**config.mk**
```make
export PLATFORM = sky130hd
export DESIGN_NAME = vga_face_sequencer
export DESIGN_NICKNAME = d
export VERILOG_FILES = /design/src/rtl/vga_face_sequencer.sv
export SDC_FILE = /design/constraint.sdc
export NUM_CORES = 1
export LEC_CHECK = 0
export BUFFER_PORTS_ARGS = -buffer_cell sky130_fd_sc_hd__buf_4
export CAP_MARGIN = 10
export CELL_PAD_IN_SITES_DETAIL_PLACEMENT = 2
export CELL_PAD_IN_SITES_GLOBAL_PLACEMENT = 2
export CORE_ASPECT_RATIO = 0.8
export CORE_MARGIN = 3
export CORE_UTILIZATION = 32
export CTS_BUF_LIST = sky130_fd_sc_hd__clkbuf_4 sky130_fd_sc_hd__clkbuf_8 sky130_fd_sc_hd__clkbuf_16
export CTS_CLUSTER_DIAMETER = 30
export DETAILED_ROUTE_END_ITERATION = 8
export PLACE_DENSITY = 0.86
export SLEW_MARGIN = 40
export SYNTH_ARGS = -nofsm -noshare
export SYNTH_HDL_FRONTEND = slang
export SYNTH_SLANG_ARGS = --single-unit
```
**constraint.sdc**
```tcl
create_clock -name clk -period 1.85 [get_ports clk]
set_input_delay 0.0925 -clock clk [delete_from_list [all_inputs] [get_ports clk]]
set_output_delay 0.0925 -clock clk [all_outputs]
set_load 0.02 [all_outputs]
```
**src/rtl/vga_face_sequencer.sv**
```systemverilog
// Frame-synchronous owner of the streamer's face/filter configuration: arbitrates two
// requesters, holds one legal request, and commits it (or an auto-advance) on a frame boundary.
module vga_face_sequencer #(
    parameter int AUTO_FRAMES = 60,
    parameter int CNT_W       = 16
) (
    input  logic       clk,
    input  logic       reset,
    input  logic       st_valid,
    input  logic       st_ready,
    input  logic       st_endofpacket,
    input  logic       btn_valid,
    input  logic [5:0] btn_data,
    output logic       btn_ready,
    input  logic       aud_valid,
    input  logic [5:0] aud_data,
    output logic       aud_ready,
    input  logic       auto_en,
    output logic [1:0] face_select,
    output logic [3:0] filter_select,
    output logic       pending,
    output logic       commit,
    output logic       req_err
);

    typedef enum logic {IDLE, HELD} state_t;

    state_t           state, state_next;
    logic [5:0]       pend_q, pend_next;
    logic [1:0]       face_next;
    logic [3:0]       filter_next;
    logic             commit_next, err_next;
    logic [CNT_W-1:0] cnt, cnt_next;

    logic       fb, accept, legal;
    logic [5:0] req;

    assign fb        = st_valid & st_ready & st_endofpacket;
    assign pending   = (state == HELD);
    assign btn_ready = (state == IDLE);
    assign aud_ready = (state == IDLE) & ~btn_valid;
    assign accept    = (btn_valid & btn_ready) | (aud_valid & aud_ready);
    assign req       = btn_valid ? btn_data : aud_data;
    assign legal     = (req[5:4] != 2'd3) && (req[3:0] inside {4'b0000, 4'b0001, 4'b0010, 4'b0100, 4'b1000});

    always_comb begin
        // NOTE: every signal gets its hold value before the case so no path leaves it unassigned (no latch).
        state_next  = state;
        pend_next   = pend_q;
        face_next   = face_select;
        filter_next = filter_select;
        commit_next = 1'b0;
        err_next    = 1'b0;
        cnt_next    = cnt;
        case (state)
            IDLE: begin
                if (accept) begin
                    if (legal) begin
                        state_next = HELD;
                        pend_next  = req;
                    end else begin
                        err_next = 1'b1;
                    end
                end
                // A boundary in IDLE is judged on the counter even if a request was just accepted.
                if (fb) begin
                    if (auto_en && cnt == CNT_W'(AUTO_FRAMES - 1)) begin
                        face_next   = (face_select == 2'd2) ? 2'd0 : face_select + 2'd1;
                        commit_next = 1'b1;
                        cnt_next    = '0;
                    end else if (auto_en) begin
                        cnt_next = cnt + CNT_W'(1);
                    end else begin
                        cnt_next = '0;
                    end
                end
            end
            HELD: begin
                if (fb) begin
                    state_next  = IDLE;
                    face_next   = pend_q[5:4];
                    filter_next = pend_q[3:0];
                    commit_next = 1'b1;
                    cnt_next    = '0;
                end
            end
            default: state_next = IDLE;
        endcase
    end

    // NOTE: sequential state uses non-blocking assignments so all registers update from pre-edge values.
    always_ff @(posedge clk) begin
        if (reset) begin
            state         <= IDLE;
            pend_q        <= '0;
            face_select   <= 2'd0;
            filter_select <= 4'b0000;
            commit        <= 1'b0;
            req_err       <= 1'b0;
            cnt           <= '0;
        end else begin
            state         <= state_next;
            pend_q        <= pend_next;
            face_select   <= face_next;
            filter_select <= filter_next;
            commit        <= commit_next;
            req_err       <= err_next;
            cnt           <= cnt_next;
        end
    end

endmodule

```
==> out/results.tsv <==
stage	metric	value	unit
yosys	area leader, netlist	dfxtp_1	
sta	final hold vios	0	
clocking	clock buffer count from CTS	5	
detailed_routing	router iterations before antenna repair	4	
yosys	Synth async-reset ratio	0	%
yosys	Cell Area, Synth	1840	um^2
setup_path	CP Launch Type	flip-flop	
placement	I/O Buffers	30	
pwr	Peak VDD IR	0.000470	V
sta	Min Clock Period, post-route	1.83	ns
global_routing	GRT Overall Usage	21.9	%
yosys	Post-Synthesis Cells	236	
yosys	area share of the largest cell type after synthesis	33.7	%
sta	Worst-Margin Slew	0.526	ns
setup_path	data required time of the worst path	2.07	ns
setup_path	CP endpoint kind	flip-flop	
sta	Final Setup Violations	0	
placement	dpl hpwl	5010	um
die	Initial Utilization	33.5	%
hold_path	worst hold stages	3	
clocking	CTS root buf	clkbuf_8	
sta	highest clock rate	547	MHz
placement	DP Area	2190	um^2
yosys	EDFF count, synth	0	
die	FP Rows	24	
placement	Final GP Congestion	0.817	
detailed_routing	Initial DRC Count	79	
clocking	number of hold buffers added after CTS	0	
pwr	Seq pwr share	46.6	%
yosys	Mapped Nets	257	
yosys	sequential share of the synthesized area	33.7	%
detailed_routing	vias per cell	5.97	
pwr	Combinational Power Share	17.0	%
pwr	Net Switching	0.425	mW
yosys	YS warnings	0	
global_routing	largest net degree at the start of global routing	31	
yosys	top_reg_cell synth	dfxtp_1	
setup_path	Reg2Reg Setup Slack	0.02	ns
yosys	Area contributors post-synth	dfxtp_1, nand2_1, nand4_1	
pwr	Int Pwr	1.08	mW
die	full die area	6700	um^2
setup_path	Arrival @ worst endpoint	2.05	ns
pwr	Leak	0.813	nW
die	Die W	90.8	um
sta	max_slew headroom	65.0	%
global_routing	total gr overflow	0	
die	Core Footprint	5500	um^2
layout	utilization after layout	42.3	%
clocking	TritonCTS clock tree	done	
layout	Layout area overhead	26.4	%
clocking	CTS max path bufs	2	
detailed_routing	via count	2088	
layout	final net count	292	
global_routing	antenna violations before repair	0	
die	I/O Pins	31	
sta	Final Cycle Share	98.9	%
global_routing	vias in the first global route	2211	
detailed_routing	routed wire length	7100	um
clocking	# H-tree levels	2	
pwr	switching share of power	28.3	%
sta	Slew Limit Fails	0	
pwr	P per Cell Area	646	nW/um^2
clocking	Clock transition at path regs	0.07	ns
detailed_routing	Routed Antenna Nets	0	
setup_path	Reg2Reg Depth	5	
setup_path	crit-path max FO	4	
yosys	Yosys reg bits	31	
setup_path	CP Class	flip-flop to flip-flop	
sta	Worst Skew	0.00825	ns
die	DIE HEIGHT	73.8	um
yosys	Netlist cell types	45	
status	status	completed	
job	max cap viols	0	
layout	ratio of cells with drive above 1 in the final layout	26.1	%
detailed_routing	per-cell routed wire length	20.3	um
layout	final non-filler cell area	2330	um^2
clocking	Skew-Pair Late Insertion Delay	0.29	ns
detailed_routing	DRC Markers	0	
yosys	Post-Syn Area per Cell	7.80	um^2
pwr	Clk pwr share	36.4	%
clocking	TritonCTS Sinks	31	
global_routing	first-pass GRT wire length	11600	um
hold_path	Hold Path Class	input port to flip-flop	
layout	number of diodes	0	
[placed cells by master (no fill, tap or decap), types with 5 or more instances in the layout]
cell,synthesis,layout
nand3_1,19,18
buf_4,0,48
a31oi_1,11,11
nand4b_1,6,6
nor3_1,8,8
inv_1,6,6
nor4_1,8,7
a21oi_1,14,14
nand2_1,29,29
dfxtp_1,31,29
nand4_1,17,17
clkbuf_8,0,5
nor2_1,11,11
[synthesized netlist by cell type, types with 2 or more instances]
| cell type | instances |
|---|---|
| dfxtp_1 | 31 |
| nand2_1 | 29 |
| nand3_1 | 19 |
| nand4_1 | 17 |
| clkbuf_1 | 15 |
| a21oi_1 | 14 |
| a31oi_1 | 11 |
| nor2_1 | 11 |
| nor3_1 | 8 |
| nor4_1 | 8 |
| inv_1 | 6 |
| nand4b_1 | 6 |
| a221oi_1 | 3 |
| and3_1 | 3 |
| buf_2 | 3 |
| maj3_1 | 3 |
| mux2_2 | 3 |
| nand3b_1 | 3 |
| o2111ai_1 | 3 |
| o21a_1 | 3 |
| o21ai_0 | 3 |
| o311ai_0 | 3 |
| or4_1 | 3 |
| a211o_1 | 2 |
| a211oi_1 | 2 |
| and2b_2 | 2 |
| o211ai_1 | 2 |
| o31ai_1 | 2 |
| or3_1 | 2 |
[sequential cells by signal, summed over array words and instances, names as in the netlist]
signal / cells
cnt: 16
pend_q: 6
filter_select: 4
pending: 1
req_err: 1
face_select: 2
commit: 1
[timing repair]
item / in CTS / in global routing
setup buffers: 1 / 2
pin swaps: 1 / 2
gates resized for setup: 1 / 7
setup endpoints to repair: 2 / 10
[per-layer routing]
layer / wire, um / part of all wire (%) / track usage (%) / vias up
met4: 68 / 0.96 / 5.69 / 0
met3: 147 / 2.1 / 3.58 / 7
met5: 0 / 0 / 0 / -
li1: - / - / - / 973
met1: 3520 / 50 / 29.1 / 1075
met2: 3360 / 47 / 37.1 / 33
[kinds of logic after synthesis]
| group | synth area share (%) |
|---|---|
| buf+inv | 5.91 |
| flops | 33.7 |
| simple gates | 36.2 |
| mux | 3.19 |
| compound gates | 18.6 |
| fa+ha+maj | 2.31 |
[per-stage QoR]
stage,hold slack [ns],setup WS [ns],setup TNS (ns),total power [mW],instances
after floorplan,0.261,0.189,0,0.855,236
after global placement,0.421,0.204,0,0.951,339
after detailed placement,0.427,0.0567,0,0.965,339
after CTS,0.115,0.0130,0,1.51,348
after global routing,0.124,-0.0469,-0.140,1.58,350
final,0.128,0.0210,0,1.50,350
[worst paths after layout]
path / from / to
setup / recovery: cnt[1]$_SDFFE_PP0P_ / face_select[1]$_SDFFE_PP0P_
hold / removal: auto_en / cnt[6]$_SDFFE_PP0P_
setup reg to reg: cnt[1]$_SDFFE_PP0P_ / face_select[1]$_SDFFE_PP0P_
hold reg to reg: filter_select[3]$_SDFFE_PP0P_ / filter_select[3]$_SDFFE_PP0P_
[layout make-up]
type / count / area, um^2
fillers: 628 / 3170
inverters: 6 / 22.5
clock buffers: 7 / 83.8
clock inverters: 1 / 5.00
multi-input cells: 179 / 1130
repair buffers: 48 / 360
flip-flops and latches: 31 / 623
well taps: 78 / 97.6
[worst max-delay path: stages, from the launching register on]
cell	delay, ns
dfxtp_1	0.38
ha_2	0.23
nor4b_4	0.25
nand4_1	0.23
or4_1	0.58
nand3_1	0.10
[power groups by stage]
stage               Clock (mW)  Sequential (mW)  Combinational [mW]
global route             0.596            0.703               0.278
detailed placement           0            0.715               0.250
finish                   0.548            0.701               0.255
CTS                      0.562            0.701               0.252
floorplan                    0            0.717               0.137
global placement             0            0.714               0.237
Note: power is estimated with default switching activity, not from simulation.
